[config.mk]
export PLATFORM = sky130hd
export DESIGN_NAME = alarm_ctrl
export DESIGN_NICKNAME = d
export VERILOG_FILES = /design/src/rtl/alarm_ctrl.sv
export SDC_FILE = /design/constraint.sdc
export NUM_CORES = 1
export LEC_CHECK = 0
export CORE_MARGIN = 5
export CORE_UTILIZATION = 50
export DETAILED_ROUTE_END_ITERATION = 7
export GPL_ROUTABILITY_DRIVEN = 0
export GPL_TIMING_DRIVEN = 0
export PLACE_DENSITY_LB_ADDON = 0.2
export SYNTH_ARGS = -nofsm -noshare
export SYNTH_HDL_FRONTEND = slang
export SYNTH_SLANG_ARGS = --single-unit
[constraint.sdc]
create_clock -name clk -period 2.15 [get_ports clk]
set_input_delay 0.3225 -clock clk [delete_from_list [all_inputs] [get_ports clk]]
set_output_delay 0.3225 -clock clk [all_outputs]
set_load 0.02 [all_outputs]
[src/rtl/alarm_ctrl.sv]
// Alarm-clock control FSM: owns alarm setting and arm flag, sequences time
// setting through a load pulse, and runs ring/snooze/timeout on alarm match.
module alarm_ctrl #(
  parameter int unsigned RING_SEC   = 60,
  parameter int unsigned SNOOZE_SEC = 300,
  parameter int unsigned CNT_W      = 10
) (
  input  logic       clk,
  input  logic       rst,
  input  logic       tick_1hz,
  input  logic       btn_mode,
  input  logic       btn_inc,
  input  logic       btn_arm,
  input  logic       btn_snooze,
  input  logic       btn_off,
  input  logic [3:0] qh1,
  input  logic [3:0] qh0,
  input  logic [3:0] qm1,
  input  logic [3:0] qm0,
  input  logic [3:0] qs1,
  input  logic [3:0] qs0,
  output logic [3:0] ah1,
  output logic [3:0] ah0,
  output logic [3:0] am1,
  output logic [3:0] am0,
  output logic [3:0] th1,
  output logic [3:0] th0,
  output logic [3:0] tm1,
  output logic [3:0] tm0,
  output logic       time_load,
  output logic       alarm_en,
  output logic       ringing,
  output logic [2:0] state
);

  typedef enum logic [2:0] {
    IDLE   = 3'd0,
    SET_AH = 3'd1,
    SET_AM = 3'd2,
    SET_TH = 3'd3,
    SET_TM = 3'd4,
    RING   = 3'd5,
    SNOOZE = 3'd6
  } state_t;

  state_t           st;
  logic [7:0]       alarm_h;
  logic [7:0]       alarm_m;
  logic [7:0]       time_h;
  logic [7:0]       time_m;
  logic [CNT_W-1:0] cnt;
  logic             match;

  localparam logic [CNT_W-1:0] RING_LOAD   = CNT_W'(RING_SEC);
  localparam logic [CNT_W-1:0] SNOOZE_LOAD = CNT_W'(SNOOZE_SEC);
  localparam logic [CNT_W-1:0] CNT_ONE     = CNT_W'(1);

  // Hours wrap 23 -> 00; units digit carries into tens at 9.
  function automatic logic [7:0] hour_inc(input logic [7:0] h);
    if (h == 8'h23)
      return 8'h00;
    else if (h[3:0] == 4'd9)
      return {h[7:4] + 4'd1, 4'd0};
    else
      return {h[7:4], h[3:0] + 4'd1};
  endfunction

  function automatic logic [7:0] min_inc(input logic [7:0] m);
    if (m[3:0] == 4'd9)
      return (m[7:4] == 4'd5) ? 8'h00 : {m[7:4] + 4'd1, 4'd0};
    else
      return {m[7:4], m[3:0] + 4'd1};
  endfunction

  assign match = tick_1hz &&
                 ({qh1, qh0, qm1, qm0} == {alarm_h, alarm_m}) &&
                 ({qs1, qs0} == 8'h00);

  always_ff @(posedge clk or negedge rst) begin
    if (!rst) begin
      st        <= IDLE;
      alarm_h   <= '0;
      alarm_m   <= '0;
      time_h    <= '0;
      time_m    <= '0;
      cnt       <= '0;
      alarm_en  <= 1'b0;
      ringing   <= 1'b0;
      time_load <= 1'b0;
    end else begin
      time_load <= 1'b0;
      case (st)
        IDLE: begin
          if (btn_arm)
            alarm_en <= ~alarm_en;
          if (match && alarm_en) begin
            st      <= RING;
            cnt     <= RING_LOAD;
            ringing <= 1'b1;
          end else if (btn_mode) begin
            st <= SET_AH;
          end
        end
        SET_AH: begin
          if (btn_mode)     st      <= SET_AM;
          else if (btn_inc) alarm_h <= hour_inc(alarm_h);
        end
        SET_AM: begin
          if (btn_mode) begin
            st     <= SET_TH;
            time_h <= {qh1, qh0};
            time_m <= {qm1, qm0};
          end else if (btn_inc) begin
            alarm_m <= min_inc(alarm_m);
          end
        end
        SET_TH: begin
          if (btn_mode)     st     <= SET_TM;
          else if (btn_inc) time_h <= hour_inc(time_h);
        end
        SET_TM: begin
          if (btn_mode) begin
            st        <= IDLE;
            time_load <= 1'b1;
          end else if (btn_inc) begin
            time_m <= min_inc(time_m);
          end
        end
        RING: begin
          if (btn_off) begin
            st      <= IDLE;
            ringing <= 1'b0;
          end else if (btn_snooze) begin
            st      <= SNOOZE;
            cnt     <= SNOOZE_LOAD;
            ringing <= 1'b0;
          end else if (tick_1hz && cnt == CNT_ONE) begin
            st      <= IDLE;
            ringing <= 1'b0;
          end else if (tick_1hz) begin
            cnt <= cnt - CNT_ONE;
          end
        end
        SNOOZE: begin
          if (btn_off) begin
            st <= IDLE;
          end else if (tick_1hz && cnt == CNT_ONE) begin
            st      <= RING;
            cnt     <= RING_LOAD;
            ringing <= 1'b1;
          end else if (tick_1hz) begin
            cnt <= cnt - CNT_ONE;
          end
        end
        default: begin
          st      <= IDLE;
          ringing <= 1'b0;
        end
      endcase
    end
  end

  assign {ah1, ah0} = alarm_h;
  assign {am1, am0} = alarm_m;
  assign {th1, th0} = time_h;
  assign {tm1, tm0} = time_m;
  assign state      = st;

endmodule

==> flow_metrics.py, run 1 <==
metrics = {
    "status": {
        "status": "complete, no violations",
    },
    "clocking": {
        "clkSinkCount": 48,
        "clock_latency_ns": 0.31,
        "clk_pin_slew_ns": 0.09,
        "cts_tree": "built",
        "cts_max_level": 2,
        "clockRootBuffer": "clkbuf_8",
        "clock_path_buffers": 2,
        "cts_buffers": 5,
    },
    "global_routing": {
        "grt_pass1_vias": 2878,
        "antenna_found_initial": 0,
        "grt_max_degree": 37,
        "grt_pass1_wl_um": 13800,
        "grt_overflow": 0,
        "grt_usage": 0.220,
    },
    "die": {
        "dieArea_um2": 8000,
        "core_um2": 6240,
        "initial_core_util": 0.506,
        "die_w_um": 89.5,
        "die_h_um": 89.5,
        "rows": 29,
        "ios": 70,
    },
    "layout": {
        "regArea_um2": 1200,
        "drive_gt1_frac": 0.0984,
        "fin_nets": 490,
        "area_growth_pct": 31.8,
        "fin_area_um2": 4160,
        "final_common_cell": "clkdlybuf4s50_1",
        "fin_cells": 524,
        "fin_util": 0.667,
        "layout_common_cells": "67 x clkdlybuf4s50_1, 45 x dfrtp_1, 33 x nand2_1",
        "fillers": 537,
        "multi_input_area_um2": 1890,
        "antenna_cells": 0,
    },
    "yosys": {
        "synth_edf_count": 0,
        "synth_nets": 410,
        "ys_types": 61,
        "synth.avg_cell_area_um2": 8.63,
        "synth-warning-count": 0,
        "postSynthCellCount": 366,
        "synth_top_flop_cell": "dfrtp_1",
        "ys_async_sr_fraction": 1.00,
        "synth_seq_cells": 48,
        "yosysSeqAreaShare": 0.380,
        "syn_area_um2": 3160,
    },
    "min_path": {
        "hp-class": "in -> async",
    },
    "routing": {
        "viasPerCell": 5.93,
        "routed_wirelength_um": 8610,
        "drt-pass1-iter-count": 5,
        "routedWlPerCell_um": 16.4,
        "drt.antenna.violating_nets": 0,
        "drc": 0,
        "drtIter0Drc": 161,
        "via_count": 3106,
    },
    "sta": {
        "final_hold_viol_count": 0,
        "slew-limit-headroom": 0.404,
        "fin_crit_sh": 0.989,
        "finalSetupViolCount": 0,
        "setup_ws_ns": 0.0235,
        "fin_skew_ns": 0.00777,
        "worst_pin_slew_ns": 0.887,
        "min_period_ns": 2.13,
        "slew_viol_final": 0,
        "max_freq_mhz": 470,
    },
    "place": {
        "dp_cells": 513,
        "dp_hpwl_um": 6280,
        "port_buffers": 69,
        "postPlaceCellArea_um2": 3960,
        "pre_cts_ws_ns": -0.295,
    },
    "power": {
        "p_per_area_nw_per_um2": 1210,
        "irDropWorstVdd_uv": 666,
        "switchingPower_w": 0.00229,
        "p_int_w": 0.00274,
        "clkPwrFrac": 0.116,
        "seq_power_share": 0.329,
        "swShare": 0.455,
        "power_frac_comb": 0.555,
        "p_leak_nw": 1.71,
    },
    "critical_path": {
        "worstPathMaxFanout": 9,
        "crit_path_start_kind": "flip-flop",
        "required_ns": 2.35,
        "crit_family": "simple AND/OR/NAND/NOR gates",
        "cp_cell_sequence": "buf_2 -> nor3_1 -> o21ai_4 -> nor2b_1 -> buf_4 -> a22o_1",
        "crit_slowest_cell": "nor3_1",
        "crit_path_end_kind": "flip-flop",
        "critPathKind": "reg -> reg",
        "worstPathArrival_ns": 2.32,
        "crit_buf_inv": 2,
        "max_stage_delay_ns": 0.69,
    },
    "flow_run": {
        "cap_violations": 0,
    },
}
-- registers in the layout, indices dropped and copies added, names as in the netlist --
name and cells:
time_h 8, time_load 1, ringing 1, state 3, cnt 10, alarm_en 1
time_m 8, alarm_m 8, alarm_h 8
-- final cells by class --
type | count | share of cell area
Tap cell | 77 | 0.0232
Timing Repair Buffer | 74 | 0.178
Clock inverter | 1 | 0.00180
Sequential cell | 48 | 0.290
Clock buffer | 7 | 0.0208
Inverter | 20 | 0.0180
Buffer | 11 | 0.0138
Multi-Input combinational cell | 286 | 0.455
-- routing by layer --
layer	wire length (um)	GRT usage	vias to the layer above
met5	0	0	-
met4	138	0.0609	0
met3	502	0.0415	18
met2	4110	0.354	116
met1	3850	0.305	1479
li1	-	-	1493
-- synthesized netlist by cell type, types with 2 or more instances --
cell       count  area (um^2)
a211oi_1       4         30.0
buf_2          3         15.0
nand4_1        2         12.5
nand2_1       34          128
clkbuf_1       7         26.3
ha_1          12          150
a22oi_1        2         15.0
nor3_1        11         55.1
or3_1          7         43.8
nand3_1       10         50.1
and3_1         5         31.3
o21ai_1        2         10.0
nor3_2         3         30.0
a21oi_1       22          110
xnor2_1       10         87.6
o21ai_0       32          160
o31ai_1        2         15.0
a41oi_1        2         17.5
xor2_1        17          149
a31oi_1        3         18.8
nor2b_1        6         37.5
nor4_1        10         62.6
nand2b_1       7         43.8
nor4b_1        2         17.5
a32oi_1        2         17.5
dfrtp_1       48         1200
mux2i_1        2         20.0
nor3b_1        4         30.0
a2bb2oi_1      3         26.3
a221o_1        2         20.0
a32o_1         3         30.0
nor2_1        33          124
a21o_1         2         15.0
a22o_1         6         52.6
inv_1         20         75.1
-- logic make-up after synthesis --
group | after synthesis | share of synthesized area
xor+xnor | 27 | 0.0749
simple gates | 145 | 0.242
compound gates | 99 | 0.202
fa+ha+maj | 12 | 0.0476
flops | 48 | 0.380
mux | 3 | 0.0111
buf+inv | 32 | 0.0420
-- power by group through the flow --
stage / Clock (W) / Combinational [W] / Sequential, W
finish: 0.000582 / 0.00279 / 0.00166
global route: 0.000633 / 0.00307 / 0.00172
CTS: 0.000598 / 0.00268 / 0.00163
detailed placement: 0 / 0.00265 / 0.00164
global placement: 0 / 0.00258 / 0.00163
floorplan: 0 / 0.00136 / 0.00189
-- per-stage QoR --
stage	hold slack [ns]	TNS, ns	power [W]
3_5_place_dp	0.234	-4.01	0.00429
2_1_floorplan	0.0269	0	0.00324
3_3_place_gp	0.473	-36.24	0.00420
6_report	0.428	0	0.00503
4_1_cts	0.436	0	0.00491
5_1_grt	0.452	-0.250	0.00542
-- final timing paths --
check                                     start                      to  slack [ns]  depth (start not counted)
max in group asynchronous                   rst  alarm_h[1]$_DFFE_PN0P_        1.22                          3
max                        state[2]$_DFFE_PN0P_      cnt[4]$_DFFE_PN0P_        0.02                          6
min reg2reg                alarm_en$_DFFE_PN0P_    alarm_en$_DFFE_PN0P_        0.50                          1
min                                         rst   time_m[2]$_DFFE_PN0P_        0.43                          2
min in group clk                         qm1[2]   time_m[6]$_DFFE_PN0P_        0.46                          3
max reg2reg                state[2]$_DFFE_PN0P_      cnt[4]$_DFFE_PN0P_        0.02                          6
-- timing repair --
action                                  4_1_cts  5_1_grt
resized for setup                             6       23
pin swaps                                     0        5
endpoints found under the hold margin        12        0
hold buffers                                  1        0
buffers inserted                              0        3
endpoints found under the setup margin       11       25
Note: power is estimated with default switching activity, not from simulation.
==> inputs of run 2 (changes only) <==
Settings changed: CORE_UTILIZATION 50 to 51.
==> run 2 against run 1 <==
  * Utilization increased by 3.4 points
  * Combinational power about the same
  * Final cell count unchanged
  * Global-route usage increased by 0.88 points
  * Via count decreased by 0.68%
  * Register-to-register slack about the same
  * Clock skew decreased by 0.0046 ns
  * Non-clock buffer count increased by 2
  * Power increased by 1.5%
  * Clock power increased by 13%
  * Routed wire length decreased by 0.77%
  * Sequential share of layout area decreased by 0.057 points
  * Critical endpoint is now cnt[6]$_DFFE_PN0P_
  * Largest power group unchanged
==> flow_metrics.py, run 2 (same netlist as run 1, synthesis figures left out) <==
metrics = {
    "die": {
        "initial_core_util": 0.530,
        "dieArea_um2": 7860,
        "ios": 70,
        "die_h_um": 88.7,
        "die_w_um": 88.7,
        "core_um2": 5960,
        "rows": 28,
    },
    "layout": {
        "area_growth_pct": 32.2,
        "drive_gt1_frac": 0.0980,
        "fin_nets": 492,
        "fillers": 490,
        "fin_util": 0.701,
        "final_common_cell": "clkdlybuf4s50_1",
        "layout_common_cells": "68 x clkdlybuf4s50_1, 44 x dfrtp_1, 34 x nand2_1",
        "multi_input_area_um2": 1880,
        "largest_register_ffs": 10,
        "regMostFlops": "cnt",
        "regArea_um2": 1210,
        "antenna_cells": 0,
        "fin_area_um2": 4170,
    },
    "routing": {
        "routed_wirelength_um": 8540,
        "drt.antenna.violating_nets": 0,
        "viasPerCell": 5.89,
        "drt-pass1-iter-count": 4,
        "drtIter0Drc": 173,
        "via_count": 3085,
        "routedWlPerCell_um": 16.3,
        "drc": 0,
    },
    "place": {
        "dp_hpwl_um": 6460,
        "postPlaceCellArea_um2": 3960,
        "pre_cts_ws_ns": -0.277,
        "port_buffers": 69,
    },
    "clocking": {
        "clkSinkCount": 48,
        "clk_pin_slew_ns": 0.09,
        "cts_max_level": 2,
        "cts_tree": "built",
        "clock_path_buffers": 2,
        "cts_buffers": 5,
        "clock_latency_ns": 0.31,
        "clockRootBuffer": "clkbuf_8",
    },
    "min_path": {
        "hold_end": "cnt[9]$_DFFE_PN0P_",
        "hold_depth": 1,
        "hp-class": "reg -> reg",
        "hp-start": "cnt[9]$_DFFE_PN0P_",
    },
    "global_routing": {
        "antenna_found_initial": 0,
        "grt_max_degree": 31,
        "grt_pass1_vias": 3059,
        "grt_usage": 0.229,
        "grt_pass1_wl_um": 14400,
        "grt_overflow": 0,
    },
    "sta": {
        "setup_ws_ns": 0.0238,
        "finalSetupViolCount": 0,
        "fin_setup_tns_ns": 0,
        "fin_skew_ns": 0.00316,
        "fin_hold_ws_ns": 0.493,
        "slew_viol_final": 0,
        "final_hold_viol_count": 0,
        "slew-limit-headroom": 0.535,
        "worst_pin_slew_ns": 0.692,
        "fin_crit_sh": 0.989,
        "min_period_ns": 2.13,
        "max_freq_mhz": 470,
    },
    "power": {
        "p_per_area_nw_per_um2": 1220,
        "irDropWorstVdd_uv": 653,
        "p_leak_nw": 1.72,
    },
    "critical_path": {
        "ff2ff_setup_slack_ns": 0.02,
        "crit_path_end_kind": "flip-flop",
        "cp_cell_sequence": "xor2_1 -> nor4_1 -> nand4_1 -> o21ai_2 -> buf_4 -> nand2b_1 -> a221o_1",
        "worstPathMaxFanout": 6,
        "crit_slowest_cell": "dfrtp_1",
        "required_ns": 2.35,
        "crit_path_start_kind": "flip-flop",
        "reg2reg_from": "alarm_m[6]$_DFFE_PN0P_",
        "max_stage_delay_ns": 0.46,
        "worstPathArrival_ns": 2.32,
        "r2r_cells": 7,
        "critPathKind": "reg -> reg",
        "timing.rr.end": "cnt[6]$_DFFE_PN0P_",
    },
    "flow_run": {
        "cap_violations": 0,
    },
    "status": {
        "status": "complete, no violations",
    },
}
run 2: how the worst max path moves through the flow:
stage | cells past startpoint | endpoint | startpoint | slack, ns
final | 7 | cnt[6]$_DFFE_PN0P_ | alarm_m[6]$_DFFE_PN0P_ | 0.02
after global routing | 7 | cnt[7]$_DFFE_PN0P_ | alarm_h[4]$_DFFE_PN0P_ | -0.02
after CTS | 8 | cnt[5]$_DFFE_PN0P_ | alarm_m[1]$_DFFE_PN0P_ | 0.002
after detailed placement | 8 | cnt[5]$_DFFE_PN0P_ | qm1[2] | -0.28
after global placement | 1 | alarm_h[7]$_DFFE_PN0P_ | rst | -0.65
after floorplan | 6 | alarm_h[7]$_DFFE_PN0P_ | alarm_h[0]$_DFFE_PN0P_ | 0.008
run 2: routing by layer:
layer | track usage | up-vias | share of wire
met2 | 0.377 | 83 | 0.49
met4 | 0.0687 | 0 | 0.017
li1 | - | 1487 | -
met5 | 0 | - | 0
met3 | 0.0410 | 13 | 0.046
met1 | 0.309 | 1502 | 0.45
run 2: final cells by class:
class,instances,area share
flip-flops and latches,48,0.289
well taps,75,0.0225
repair buffers,75,0.179
clock inverters,2,0.00840
inverters,20,0.0180
clock buffers,6,0.0174
plain buffers,12,0.0150
multi-input cells,286,0.451
run 2: critical path, delay by kind of cell (launching register included):
| family | cells | cell delay [ns] |
|---|---|---|
| AO/OA/AOI/OAI | 2 | 0.61 |
| XOR/XNOR | 1 | 0.21 |
| buffers and inverters | 1 | 0.16 |
| flip-flops | 1 | 0.46 |
| AND/OR/NAND/NOR | 3 | 0.57 |
run 2: where the power goes:
group	internal [W]	switching, W
sequential	0.00122	0.000429
clock	0.000346	0.000313
combinational	0.00126	0.00155
run 2: stage by stage:
step / power [W] / std cells
after floorplan: 0.00324 / 366
after global placement: 0.00420 / 510
after detailed placement: 0.00431 / 511
after CTS: 0.00500 / 520
after global routing: 0.00547 / 524
final: 0.00511 / 524
run 2: timing repair:
item                       in CTS  in global routing
cloned                          0                  0
hold buffers                    1                  0
buffers inserted                0                  4
hold endpoints to repair       18                  0
setup endpoints to repair      10                 22
pin swaps                       0                  4
gates resized for setup         6                 19
